==> src/rtl/cordic_pkg.sv <==
// Shared types and constants for the iterative CORDIC engine.
// The arctangent table is held at Q2.30 and narrowed to the operand width by the ROM.
package cordic_pkg;

   typedef enum logic [1:0] {
      IDLE,
      RUN,
      DONE
   } state_t;

   localparam int ATAN_ENTRIES = 30;

   // Reciprocal CORDIC gain 1/An, Q2.30; callers scale to their own width.
   localparam logic [31:0] K_Q30 = 32'd652032874;

   function automatic logic [31:0] atan_q30(input logic [31:0] idx);
      logic [31:0] value;
      case (idx)
         32'd0:   value = 32'd843314857;
         32'd1:   value = 32'd497837829;
         32'd2:   value = 32'd263043837;
         32'd3:   value = 32'd133525159;
         32'd4:   value = 32'd67021687;
         32'd5:   value = 32'd33543516;
         32'd6:   value = 32'd16775851;
         32'd7:   value = 32'd8388437;
         32'd8:   value = 32'd4194283;
         32'd9:   value = 32'd2097149;
         32'd10:  value = 32'd1048576;
         32'd11:  value = 32'd524288;
         32'd12:  value = 32'd262144;
         32'd13:  value = 32'd131072;
         32'd14:  value = 32'd65536;
         32'd15:  value = 32'd32768;
         32'd16:  value = 32'd16384;
         32'd17:  value = 32'd8192;
         32'd18:  value = 32'd4096;
         32'd19:  value = 32'd2048;
         32'd20:  value = 32'd1024;
         32'd21:  value = 32'd512;
         32'd22:  value = 32'd256;
         32'd23:  value = 32'd128;
         32'd24:  value = 32'd64;
         32'd25:  value = 32'd32;
         32'd26:  value = 32'd16;
         32'd27:  value = 32'd8;
         32'd28:  value = 32'd4;
         32'd29:  value = 32'd2;
         default: value = 32'd0;
      endcase
      return value;
   endfunction

endpackage

==> src/rtl/cordic_atan_rom.sv <==
// Combinational arctangent lookup: atan(2^-idx) in Q2.(W-2), truncated from the Q2.30 table.
module cordic_atan_rom
   import cordic_pkg::*;
#(
   parameter int W  = 32,
   parameter int CW = 5
) (
   input  logic [CW-1:0] idx,
   output logic [W-1:0]  angle
);

   localparam int SHIFT = 30 - (W - 2);

   logic [31:0] raw;

   always_comb begin
      raw   = atan_q30(32'(idx));
      angle = W'($signed(raw) >>> SHIFT);
   end

endmodule

==> src/rtl/cordic_iter_engine.sv <==
// Iterative CORDIC: one micro-rotation per clock through a single add/shift datapath per axis.
// Rotation mode drives z toward 0, vectoring mode drives y toward 0; gain is left uncompensated.
module cordic_iter_engine
   import cordic_pkg::*;
#(
   parameter int W    = 32,
   parameter int ITER = 24,
   parameter int CW   = $clog2(ITER + 1)
) (
   input  logic         clk,
   input  logic         reset_n,
   input  logic         start,
   input  logic         mode,
   input  logic [W-1:0] x_in,
   input  logic [W-1:0] y_in,
   input  logic [W-1:0] z_in,
   output logic         busy,
   output logic         done,
   output logic [W-1:0] x_out,
   output logic [W-1:0] y_out,
   output logic [W-1:0] z_out
);

   if (ITER < 1 || ITER > W - 2 || W > 32) begin : g_param_check
      $error("cordic_iter_engine: ITER must lie in 1..W-2 and W must not exceed 32");
   end

   state_t         state;
   logic           mode_r;
   logic [CW-1:0]  cnt;
   logic [W-1:0]   x_r;
   logic [W-1:0]   y_r;
   logic [W-1:0]   z_r;
   logic [W-1:0]   x_sh;
   logic [W-1:0]   y_sh;
   logic [W-1:0]   atan_i;
   logic [W-1:0]   x_nx;
   logic [W-1:0]   y_nx;
   logic [W-1:0]   z_nx;
   logic           sigma_pos;
   logic           sigma_neg;

   cordic_atan_rom #(
      .W  (W),
      .CW (CW)
   ) u_atan_rom (
      .idx   (cnt),
      .angle (atan_i)
   );

   // Subtraction is an add of the ones-complement with carry-in 1, so each axis needs one adder.
   always_comb begin
      x_sh      = $signed(x_r) >>> cnt;
      y_sh      = $signed(y_r) >>> cnt;
      sigma_pos = mode_r ? y_r[W-1] : ~z_r[W-1];
      sigma_neg = ~sigma_pos;
      x_nx      = x_r + (sigma_pos ? ~y_sh : y_sh) + W'(sigma_pos);
      y_nx      = y_r + (sigma_pos ? x_sh : ~x_sh) + W'(sigma_neg);
      z_nx      = z_r + (sigma_pos ? ~atan_i : atan_i) + W'(sigma_pos);
   end

   always_ff @(posedge clk or negedge reset_n) begin
      if (!reset_n) begin
         state  <= IDLE;
         busy   <= 1'b0;
         done   <= 1'b0;
         cnt    <= '0;
         mode_r <= 1'b0;
         x_r    <= '0;
         y_r    <= '0;
         z_r    <= '0;
         x_out  <= '0;
         y_out  <= '0;
         z_out  <= '0;
      end else begin
         case (state)
            IDLE, DONE: begin
               done <= 1'b0;
               if (start) begin
                  x_r    <= x_in;
                  y_r    <= y_in;
                  z_r    <= z_in;
                  mode_r <= mode;
                  cnt    <= '0;
                  busy   <= 1'b1;
                  state  <= RUN;
               end else begin
                  state <= IDLE;
               end
            end
            RUN: begin
               x_r <= x_nx;
               y_r <= y_nx;
               z_r <= z_nx;
               if (cnt == CW'(ITER - 1)) begin
                  cnt   <= '0;
                  busy  <= 1'b0;
                  done  <= 1'b1;
                  x_out <= x_nx;
                  y_out <= y_nx;
                  z_out <= z_nx;
                  state <= DONE;
               end else begin
                  cnt <= cnt + CW'(1);
               end
            end
            default: begin
               busy  <= 1'b0;
               done  <= 1'b0;
               state <= IDLE;
            end
         endcase
      end
   end

endmodule

==> config.mk <==
export PLATFORM = sky130hd
export DESIGN_NAME = cordic_iter_engine
export DESIGN_NICKNAME = d
export VERILOG_FILES = /design/src/rtl/cordic_pkg.sv /design/src/rtl/cordic_atan_rom.sv /design/src/rtl/cordic_iter_engine.sv
export SDC_FILE = /design/constraint.sdc
export NUM_CORES = 1
export LEC_CHECK = 0
export BUFFER_PORTS_ARGS = -buffer_cell sky130_fd_sc_hd__buf_4
export CAP_MARGIN = 40
export CELL_PAD_IN_SITES_DETAIL_PLACEMENT = 0
export CELL_PAD_IN_SITES_GLOBAL_PLACEMENT = 2
export CORE_ASPECT_RATIO = 0.5
export CORE_MARGIN = 2
export CORE_UTILIZATION = 35
export DETAILED_ROUTE_END_ITERATION = 10
export PLACE_DENSITY = 0.79
export SKIP_CTS_REPAIR_TIMING = 1
export SLEW_MARGIN = 20
export SYNTH_ARGS = -nofsm -noshare
export SYNTH_HDL_FRONTEND = slang
export SYNTH_SLANG_ARGS = --single-unit
==> constraint.sdc <==
create_clock -name clk -period 5.88 [get_ports clk]
set_input_delay 0.588 -clock clk [delete_from_list [all_inputs] [get_ports clk]]
set_output_delay 0.588 -clock clk [all_outputs]
set_load 0.02 [all_outputs]
==> reports/metrics.yaml, run 1 <==
outcome: "completed"
syn_inst: 2235
setup-tns-final_ps: 0
drtAntennaViolNets: 0
row_count: 58
relSlewSlack_pct: 46.9
rsz0062_at_grt: "false"
syn_area_per_cell_um2: 8.06
grt_use_total_pct: 24.5
fmax_ghz: 0.182
synth-edff-count: 0
grt_pass1_wl_um: 101000
dpl_cell_area_mm2: 0.0203
final_nets: 2574
design_area_mm2: 0.0211
areaGrowthSynthToFinish_pct: 17.0
hold_class: "input pin to async pin"
clk_latency_ps: 580
drtIter0Drc: 1487
cts_root_buf: "clkbuf_16"
die_h_um: 164
finalWirelength_um: 66800
numCtsBuffers: 23
synth_seq_area_share_pct: 27.9
cpPeakStageDelay_ps: 710
criticalPathCategory: "flip-flop to flip-flop"
cts_sinks: 201
routabilityCongestion: 0.939
grt.overflow.total: 0
hpwl_um: 50800
crit_arrival_ps: 5970
fin_cells: 3071
crit_required_ps: 6360
cp_slowest_cell: "dfrtp_4"
antenna_found_initial: 2
first_pass_iters: 6
fin_util_pct: 41.7
yosysUniqueCellTypes: 79
dieArea_mm2: 0.0534
tightest_slew_ps: 797
clkTransAtPathRegs_ps: 70
drive_gt1_share_pct: 16.8
yosysWarnings: 0
viasPerCell: 5.60
fillCellCount: 5230
setup_viol: 0
grt_max_degree: 116
dieWidth_um: 325
ys_async_sr_fraction_pct: 100
end_kind: "flip-flop"
path_cells: "buf_12 > buf_4 > nand2_1 > o22ai_1 > nor4_2 > nor3_2 > o21ai_0 > fa_1 > nor2b_1 > o21a_1 > o21ai_0 > a21oi_1 > a21boi_0 > o21a_1 > o31ai_1 > a21oi_1 > xnor2_1 > nor2_1 > a31oi_1"
initial_core_util_pct: 35.6
slew_violations: 0
cts_buffer_depth: 3
io_buffers: 197
htreeDepth: 1
synthFlopType: "dfrtp_1"
synth.net_count: 2444
period_share_pct: 93.3
drcViolationCount: 0
syn_area_mm2: 0.0180
grt_pass1_vias: 16200
core_area_mm2: 0.0506
cp_max_fo: 31
antenna_cells: 0
finalHoldViolCount: 0
ys_ff_latch: 201
max_cap_violations: 0
vias: 17200
cts_tree: "built"
dp_cells: 3029
wl_per_cell_um: 21.8
min_period_ps: 5490
start_kind: "flip-flop"
io-pin-count: 198
finClkSkew_ps: 30.1
worst max-delay path: cells and delay by family, from the launching register on:
| family | cells | cell delay [ps] |
|---|---|---|
| buffers and inverters | 2 | 480 |
| xor gates and xnor gates | 1 | 330 |
| and+or+nand+nor | 5 | 900 |
| AOI/OAI and AO/OA | 10 | 2500 |
| DFF | 1 | 710 |
| adders and majority gates | 1 | 450 |
registers in the layout (all words and copies together) (netlist names):
register  cells
x_r          32
y_out        32
z_r          32
done          1
state         1
x_out        32
busy          1
cnt           5
z_out        32
mode_r        1
y_r          32
cells in the final DEF (no fill, tap or decap), types with 9 or more instances in the layout:
master / instances
o21bai_1: 13
nand4_1: 12
xor2_1: 42
nand2b_1: 13
inv_1: 35
o31ai_1: 12
a21oi_1: 173
a31oi_1: 66
o22ai_1: 12
a211oi_1: 15
o21ai_0: 156
mux4_1: 9
xnor2_1: 144
buf_4: 242
nand3_1: 16
clkbuf_16: 23
mux2i_1: 56
ha_1: 106
a21o_1: 71
nor3_1: 16
dfrtp_1: 196
o21a_1: 13
nor2b_1: 16
and3_1: 45
nand2_1: 497
mux2_2: 24
mux4_2: 42
nor2_1: 161
stage by stage:
| stage | worst slack (ps) | hold slack [ps] |
|---|---|---|
| floorplan | 608 | 292 |
| global placement | 552 | 457 |
| detailed placement | 342 | 458 |
| CTS | 330 | 41.3 |
| global route | 8.76 | 65.4 |
| finish | 392 | 31.6 |
metal layers:
layer | track usage (%) | vias up | wire [um] | share of wire (%)
met3 | 4.88 | 88 | 4420 | 6.6
met2 | 37.2 | 546 | 28100 | 42
met1 | 36.0 | 8373 | 32900 | 49
met5 | 0 | - | 11 | 0.016
met4 | 4.86 | 2 | 1410 | 2.1
li1 | - | 8175 | - | -
cell type report:
type	count	area [um^2]	share of cell area [%]
Clock inverter	7	81.3	0.386
Timing Repair Buffer	252	2020	9.58
Multi-Input combinational cell	1847	12300	58.2
Sequential cell	201	5040	23.9
Tap cell	690	863	4.10
Clock buffer	34	657	3.12
Inverter	40	150	0.712
cells by family after synthesis:
group | after synthesis | synth area share, %
adders and majority gates | 109 | 7.69
DFF | 201 | 27.9
AOI/OAI and AO/OA | 601 | 20.4
and+or+nand+nor | 818 | 19.2
xor gates and xnor gates | 186 | 9.04
muxes | 133 | 11.4
buffers and inverters | 187 | 4.34
worst paths after layout:
path | cells after the start | startpoint | end | slack [ps]
setup / recovery | 19 | cnt[0] | y_r[24] | 390
hold / removal | 1 | reset_n | y_r[27] | 30
setup reg to reg | 19 | cnt[0] | y_r[24] | 390
hold reg to reg | 2 | y_out[22] | y_out[22] | 470
max in group asynchronous | 2 | reset_n | z_out[25] | 4710
min in group clk | 3 | mode | mode_r | 210
Yosys cell counts, types with 6 or more instances:
cell,count,area share [%]
nor3_1,16,0.44
o211ai_1,8,0.33
dfrtp_1,201,28
nand4_1,12,0.42
o21a_1,13,0.54
mux4_1,9,1.3
mux2i_1,57,3.2
xnor2_1,144,7.0
ha_1,106,7.4
a21o_1,71,3.0
buf_6,6,0.37
nand2b_1,15,0.52
inv_1,38,0.79
mux2_2,24,1.5
a21oi_1,173,4.8
xor2_1,42,2.0
a31oi_1,66,2.3
nand2_1,497,10
buf_1,23,0.48
o21ai_0,156,4.3
o22ai_1,12,0.42
o31ai_1,12,0.50
or2_2,8,0.28
nand3_1,16,0.44
clkbuf_1,111,2.3
o21bai_1,13,0.54
or3_1,7,0.24
and3_1,45,1.6
a211oi_1,15,0.62
mux4_2,42,5.2
nor2b_1,18,0.62
nor2_1,162,3.4
Power of run 1 is not shown: default switching activity piles up to over one toggle a cycle in this logic, so the estimate is an artifact.
==> run 2: changes to the inputs <==
--- a/config.mk
+++ b/config.mk
@@ -11,11 +11,11 @@
 export CELL_PAD_IN_SITES_GLOBAL_PLACEMENT = 2
 export CORE_ASPECT_RATIO = 0.5
 export CORE_MARGIN = 2
-export CORE_UTILIZATION = 35
+export CORE_UTILIZATION = 36
 export DETAILED_ROUTE_END_ITERATION = 10
-export PLACE_DENSITY = 0.79
+export PLACE_DENSITY = 0.81
 export SKIP_CTS_REPAIR_TIMING = 1
-export SLEW_MARGIN = 20
+export SLEW_MARGIN = 30
 export SYNTH_ARGS = -nofsm -noshare
 export SYNTH_HDL_FRONTEND = slang
 export SYNTH_SLANG_ARGS = --single-unit
==> run 2 against run 1 <==
  * Wire length increased by 0.19%
  * Via count decreased by 1.0%
  * Cell count decreased by 1.8%
  * First-iteration DRC count decreased by 0.67%
  * Critical endpoint is now y_out[30]
  * Fmax increased by 2.3%
  * Core utilization increased by 1.2 points
  * Global-route usage increased by 1.0 points
  * Worst hold slack improved by 39 ps
  * Count of clock-buffer cells in the layout decreased by 2
  * Clock skew decreased by 20 ps
  * Sequential share of layout area increased by 0.10 points
  * Critical path depth decreased by 1
==> reports/metrics.yaml, run 2 (synthesis gave the netlist of run 1 again) <==
vias: 17000
dieArea_mm2: 0.0520
outcome: "completed"
wl_per_cell_um: 22.2
final_common_cell: "nand2_1"
core_area_mm2: 0.0490
grt_max_degree: 104
clk_latency_ps: 560
routabilityCongestion: 0.935
crit_required_ps: 6300
viasPerCell: 5.64
crit_arrival_ps: 5780
crit_family: "compound AO/OA/AOI/OAI gates"
io-pin-count: 198
tightest_slew_ps: 851
slew_violations: 0
finalWirelength_um: 66900
numCtsBuffers: 22
io_buffers: 197
cp_slowest_cell: "dfrtp_4"
htreeDepth: 1
hpwl_um: 50300
finClkSkew_ps: 9.77
cts_buffer_depth: 3
path_cells: "buf_4 > mux4_2 > mux4_2 > nor2_1 > a21oi_1 > xnor2_1 > ha_1 > nor2b_1 > o21a_1 > o21ai_0 > a21oi_1 > a21boi_0 > o21a_1 > nor2_1 > a2111oi_1 > o31ai_1 > xnor2_1 > o21ai_0"
min_period_ps: 5360
hold_class: "input pin to async pin"
areaGrowthSynthToFinish_pct: 16.5
final_nets: 2563
drtIter0Drc: 1477
end_kind: "flip-flop"
fin_ws_ps: 515
drive_gt1_share_pct: 16.2
period_share_pct: 91.2
criticalPathCategory: "flip-flop to flip-flop"
finalHoldViolCount: 0
first_pass_iters: 5
cp.buffers_inverters: 1
cts_root_buf: "clkbuf_16"
cp_max_fo: 21
cts_tree: "built"
grt_pass1_vias: 16700
grt_use_total_pct: 25.5
relSlewSlack_pct: 43.3
grt_pass1_wl_um: 103000
start_kind: "flip-flop"
cpPeakStageDelay_ps: 670
ff2ff_setup_slack_ps: 520
rsz0062_at_grt: "false"
antenna_cells: 0
initial_core_util_pct: 36.8
mostFrequentLayoutCells: "497 x nand2_1, 229 x buf_4, 196 x dfrtp_1"
antenna_found_initial: 0
clkTransAtPathRegs_ps: 60
drtAntennaViolNets: 0
dp_slack_ps: 285
grt.overflow.total: 0
max_cap_violations: 0
drcViolationCount: 0
die_h_um: 162
dieWidth_um: 320
fmax_ghz: 0.186
row_count: 57
setup-tns-final_ps: 0
cts_sinks: 201
setup_viol: 0
## run 2: final cells by class
class	instances	area, um^2
clock buffers	32	608
fillers	5069	28000
repair buffers	242	2000
inverters	40	150
multi-input cells	1847	12300
well taps	649	812
flip-flops and latches	201	5040
clock inverters	6	123
## run 2: metal layers
layer  global-route usage (%)  vias up  share of wire (%)  routed length [um]
met5                        0        -                  0                   0
met4                     4.08        0                1.3                 868
met3                     3.77       56                5.4                3650
met2                     38.8      470                 43               28800
met1                     38.7     8337                 50               33600
li1                         -     8142                  -                   -
## run 2: path summary, 6_finish.rpt
check                            end      start  cells after the start
setup reg to reg           y_out[30]     cnt[0]                     18
max in group asynchronous     cnt[0]    reset_n                      2
hold / removal              x_out[4]    reset_n                      1
min in group clk              mode_r       mode                      3
hold reg to reg            z_out[19]  z_out[19]                      2
setup / recovery           y_out[30]     cnt[0]                     18
## run 2: per-stage QoR
step | area [um^2] | util (%) | std cells | hold slack (ps)
2_1_floorplan | 18000 | - | 2235 | 292
3_3_place_gp | 20100 | 41.1 | 2974 | 455
3_5_place_dp | 20200 | 41.2 | 2976 | 467
4_1_cts | 20900 | 42.7 | 3014 | 116
5_1_grt | 21000 | 42.8 | 3017 | 142
6_report | 21000 | 42.8 | 3017 | 70.1
Power of run 2 is left out for the same reason.
==> run 3: changes to the inputs <==
--- a/config.mk
+++ b/config.mk
@@ -11,11 +11,12 @@
 export CELL_PAD_IN_SITES_GLOBAL_PLACEMENT = 2
 export CORE_ASPECT_RATIO = 0.5
 export CORE_MARGIN = 2
-export CORE_UTILIZATION = 36
+export CORE_UTILIZATION = 39
+export CTS_CLUSTER_DIAMETER = 150
 export DETAILED_ROUTE_END_ITERATION = 10
-export PLACE_DENSITY = 0.81
+export PLACE_DENSITY = 0.87
 export SKIP_CTS_REPAIR_TIMING = 1
-export SLEW_MARGIN = 30
+export SLEW_MARGIN = 20
 export SYNTH_ARGS = -nofsm -noshare
 export SYNTH_HDL_FRONTEND = slang
 export SYNTH_SLANG_ARGS = --single-unit
==> constraint.sdc (replaced) <==
create_clock -name clk -period 6.9 [get_ports clk]
set_input_delay 0.69 -clock clk [delete_from_list [all_inputs] [get_ports clk]]
set_output_delay 0.69 -clock clk [all_outputs]
set_load 0.02 [all_outputs]
==> run 3 against run 2 <==
  * Non-clock buffer count fell by 16
  * First-iteration DRC count rose by 9.9%
  * Flip-flop and latch count did not move
  * Setup slack improved by 530 ps
  * Worst hold slack got worse by 42 ps
  * Count of clock-buffer cells in the layout did not move
  * Fmax fell by 8.3%
  * Wire length fell by 1.2%
  * Core utilization rose by 2.9 points
  * Highest routed layer unchanged
==> reports/metrics.yaml, run 3 (synthesis gave the netlist of run 1 again) <==
cts_root_buf: "clkbuf_16"
cp-startpoint: "cnt[0]"
finalHoldViolCount: 0
wl_met2_um: 29300
drtAntennaViolNets: 0
clkTransAtPathRegs_ps: 70
first_pass_iters: 6
initial_core_util_pct: 39.7
clk_latency_ps: 550
wirelength_met1_um: 31600
relSlewSlack_pct: 32.1
start_kind: "flip-flop"
die_h_um: 156
drtIter0Drc: 1623
tightest_slew_ps: 1020
timing.rr.start: "cnt[0]"
cts_sinks: 201
io_buffers: 197
drcViolationCount: 0
dieArea_mm2: 0.0481
io-pin-count: 198
criticalPathCategory: "flip-flop to flip-flop"
finClkSkew_ps: 23.1
outcome: "completed"
final_common_cell: "nand2_1"
wl_met3_um: 4160
drive_gt1_share_pct: 15.7
wl_per_cell_um: 22.4
setup_viol: 0
cp.buffers_inverters: 1
finalWirelength_um: 66200
crit_top_cell: "a21oi_1"
cts_tree: "built"
htreeDepth: 1
numCtsBuffers: 22
setup-tns-final_ps: 0
hpwl_um: 49300
end_kind: "flip-flop"
max_cap_violations: 0
period_share_pct: 84.8
cts_buffer_depth: 3
cp_max_fo: 45
grt.overflow.total: 0
maxUsedRoutingLayer: "met4"
crit_arrival_ps: 6250
core_area_mm2: 0.0454
rsz0062_at_grt: "false"
mostFrequentLayoutCells: "497 x nand2_1, 217 x buf_4, 196 x dfrtp_1"
viasPerCell: 5.78
vias: 17000
fmax_ghz: 0.171
row_count: 55
areaGrowthSynthToFinish_pct: 15.2
antenna_found_initial: 1
path_cells: "buf_4 > mux4_2 > mux4_2 > nor2_1 > a21oi_1 > xnor2_1 > ha_1 > nor2b_1 > o21a_1 > o21ai_0 > a21oi_1 > a21boi_0 > o21a_1 > nor2_1 > a2111oi_0 > o31ai_1 > xnor2_1 > a21oi_1"
grt_pass1_wl_um: 101000
cp_slowest_cell: "dfrtp_4"
final_nets: 2547
grt_pass1_vias: 16300
cpPeakStageDelay_ps: 870
routabilityCongestion: 0.987
dieWidth_um: 308
hold_class: "input pin to async pin"
crit_required_ps: 7300
min_period_ps: 5850
crit_family: "compound AO/OA/AOI/OAI gates"
grt_max_degree: 157
grt_use_total_pct: 27.2
slew_violations: 0
-- run 3: cell types whose count changed in the layout (fill, tap and decap cells not counted), sizes merged --
| cell | change |
|---|---|
| clkinvlp | -1 |
| diode | +1 |
| clkinv | -1 |
| bufinv | -1 |
| buf | -16 |
-- run 3: area by class of cell --
cell class | count | area [um^2]
clock inverter | 3 | 68.8
clock buffer | 32 | 659
tap | 598 | 748
timing repair buffer | 226 | 1830
multi-input combinational | 1847 | 12300
fill | 4659 | 24700
inverter | 40 | 150
antenna | 1 | 2.50
sequential | 201 | 5040
-- run 3: routing by layer --
layer	track usage, %	vias to the layer above
met5	0	-
met4	4.88	0
met3	4.31	77
met2	42.5	529
met1	39.8	8339
li1	-	8094
-- run 3: stage by stage --
step / utilization [%] / std cells / setup WS [ps] / cell area (um^2) / hold WS, ps
floorplan: - / 2235 / 1630 / 18000 / 394
global placement: 43.9 / 2908 / 1160 / 19900 / 456
detailed placement: 43.9 / 2908 / 1080 / 19900 / 469
CTS: 45.5 / 2943 / 1080 / 20600 / 25.4
global route: 45.7 / 2947 / 568 / 20800 / 50.4
finish: 45.7 / 2948 / 1050 / 20800 / 28.2
-- run 3: path summary, 6_finish.rpt --
| check | end | cells past startpoint | slack [ps] |
|---|---|---|---|
| hold reg to reg | z_out[3] | 2 | 480 |
| setup / recovery | y_r[30] | 18 | 1050 |
| max in group asynchronous | cnt[0] | 2 | 5470 |
| setup reg to reg | y_r[30] | 18 | 1050 |
| hold / removal | y_out[22] | 1 | 30 |
| min in group clk | mode_r | 3 | 350 |
Power of run 3 is left out for the same reason.
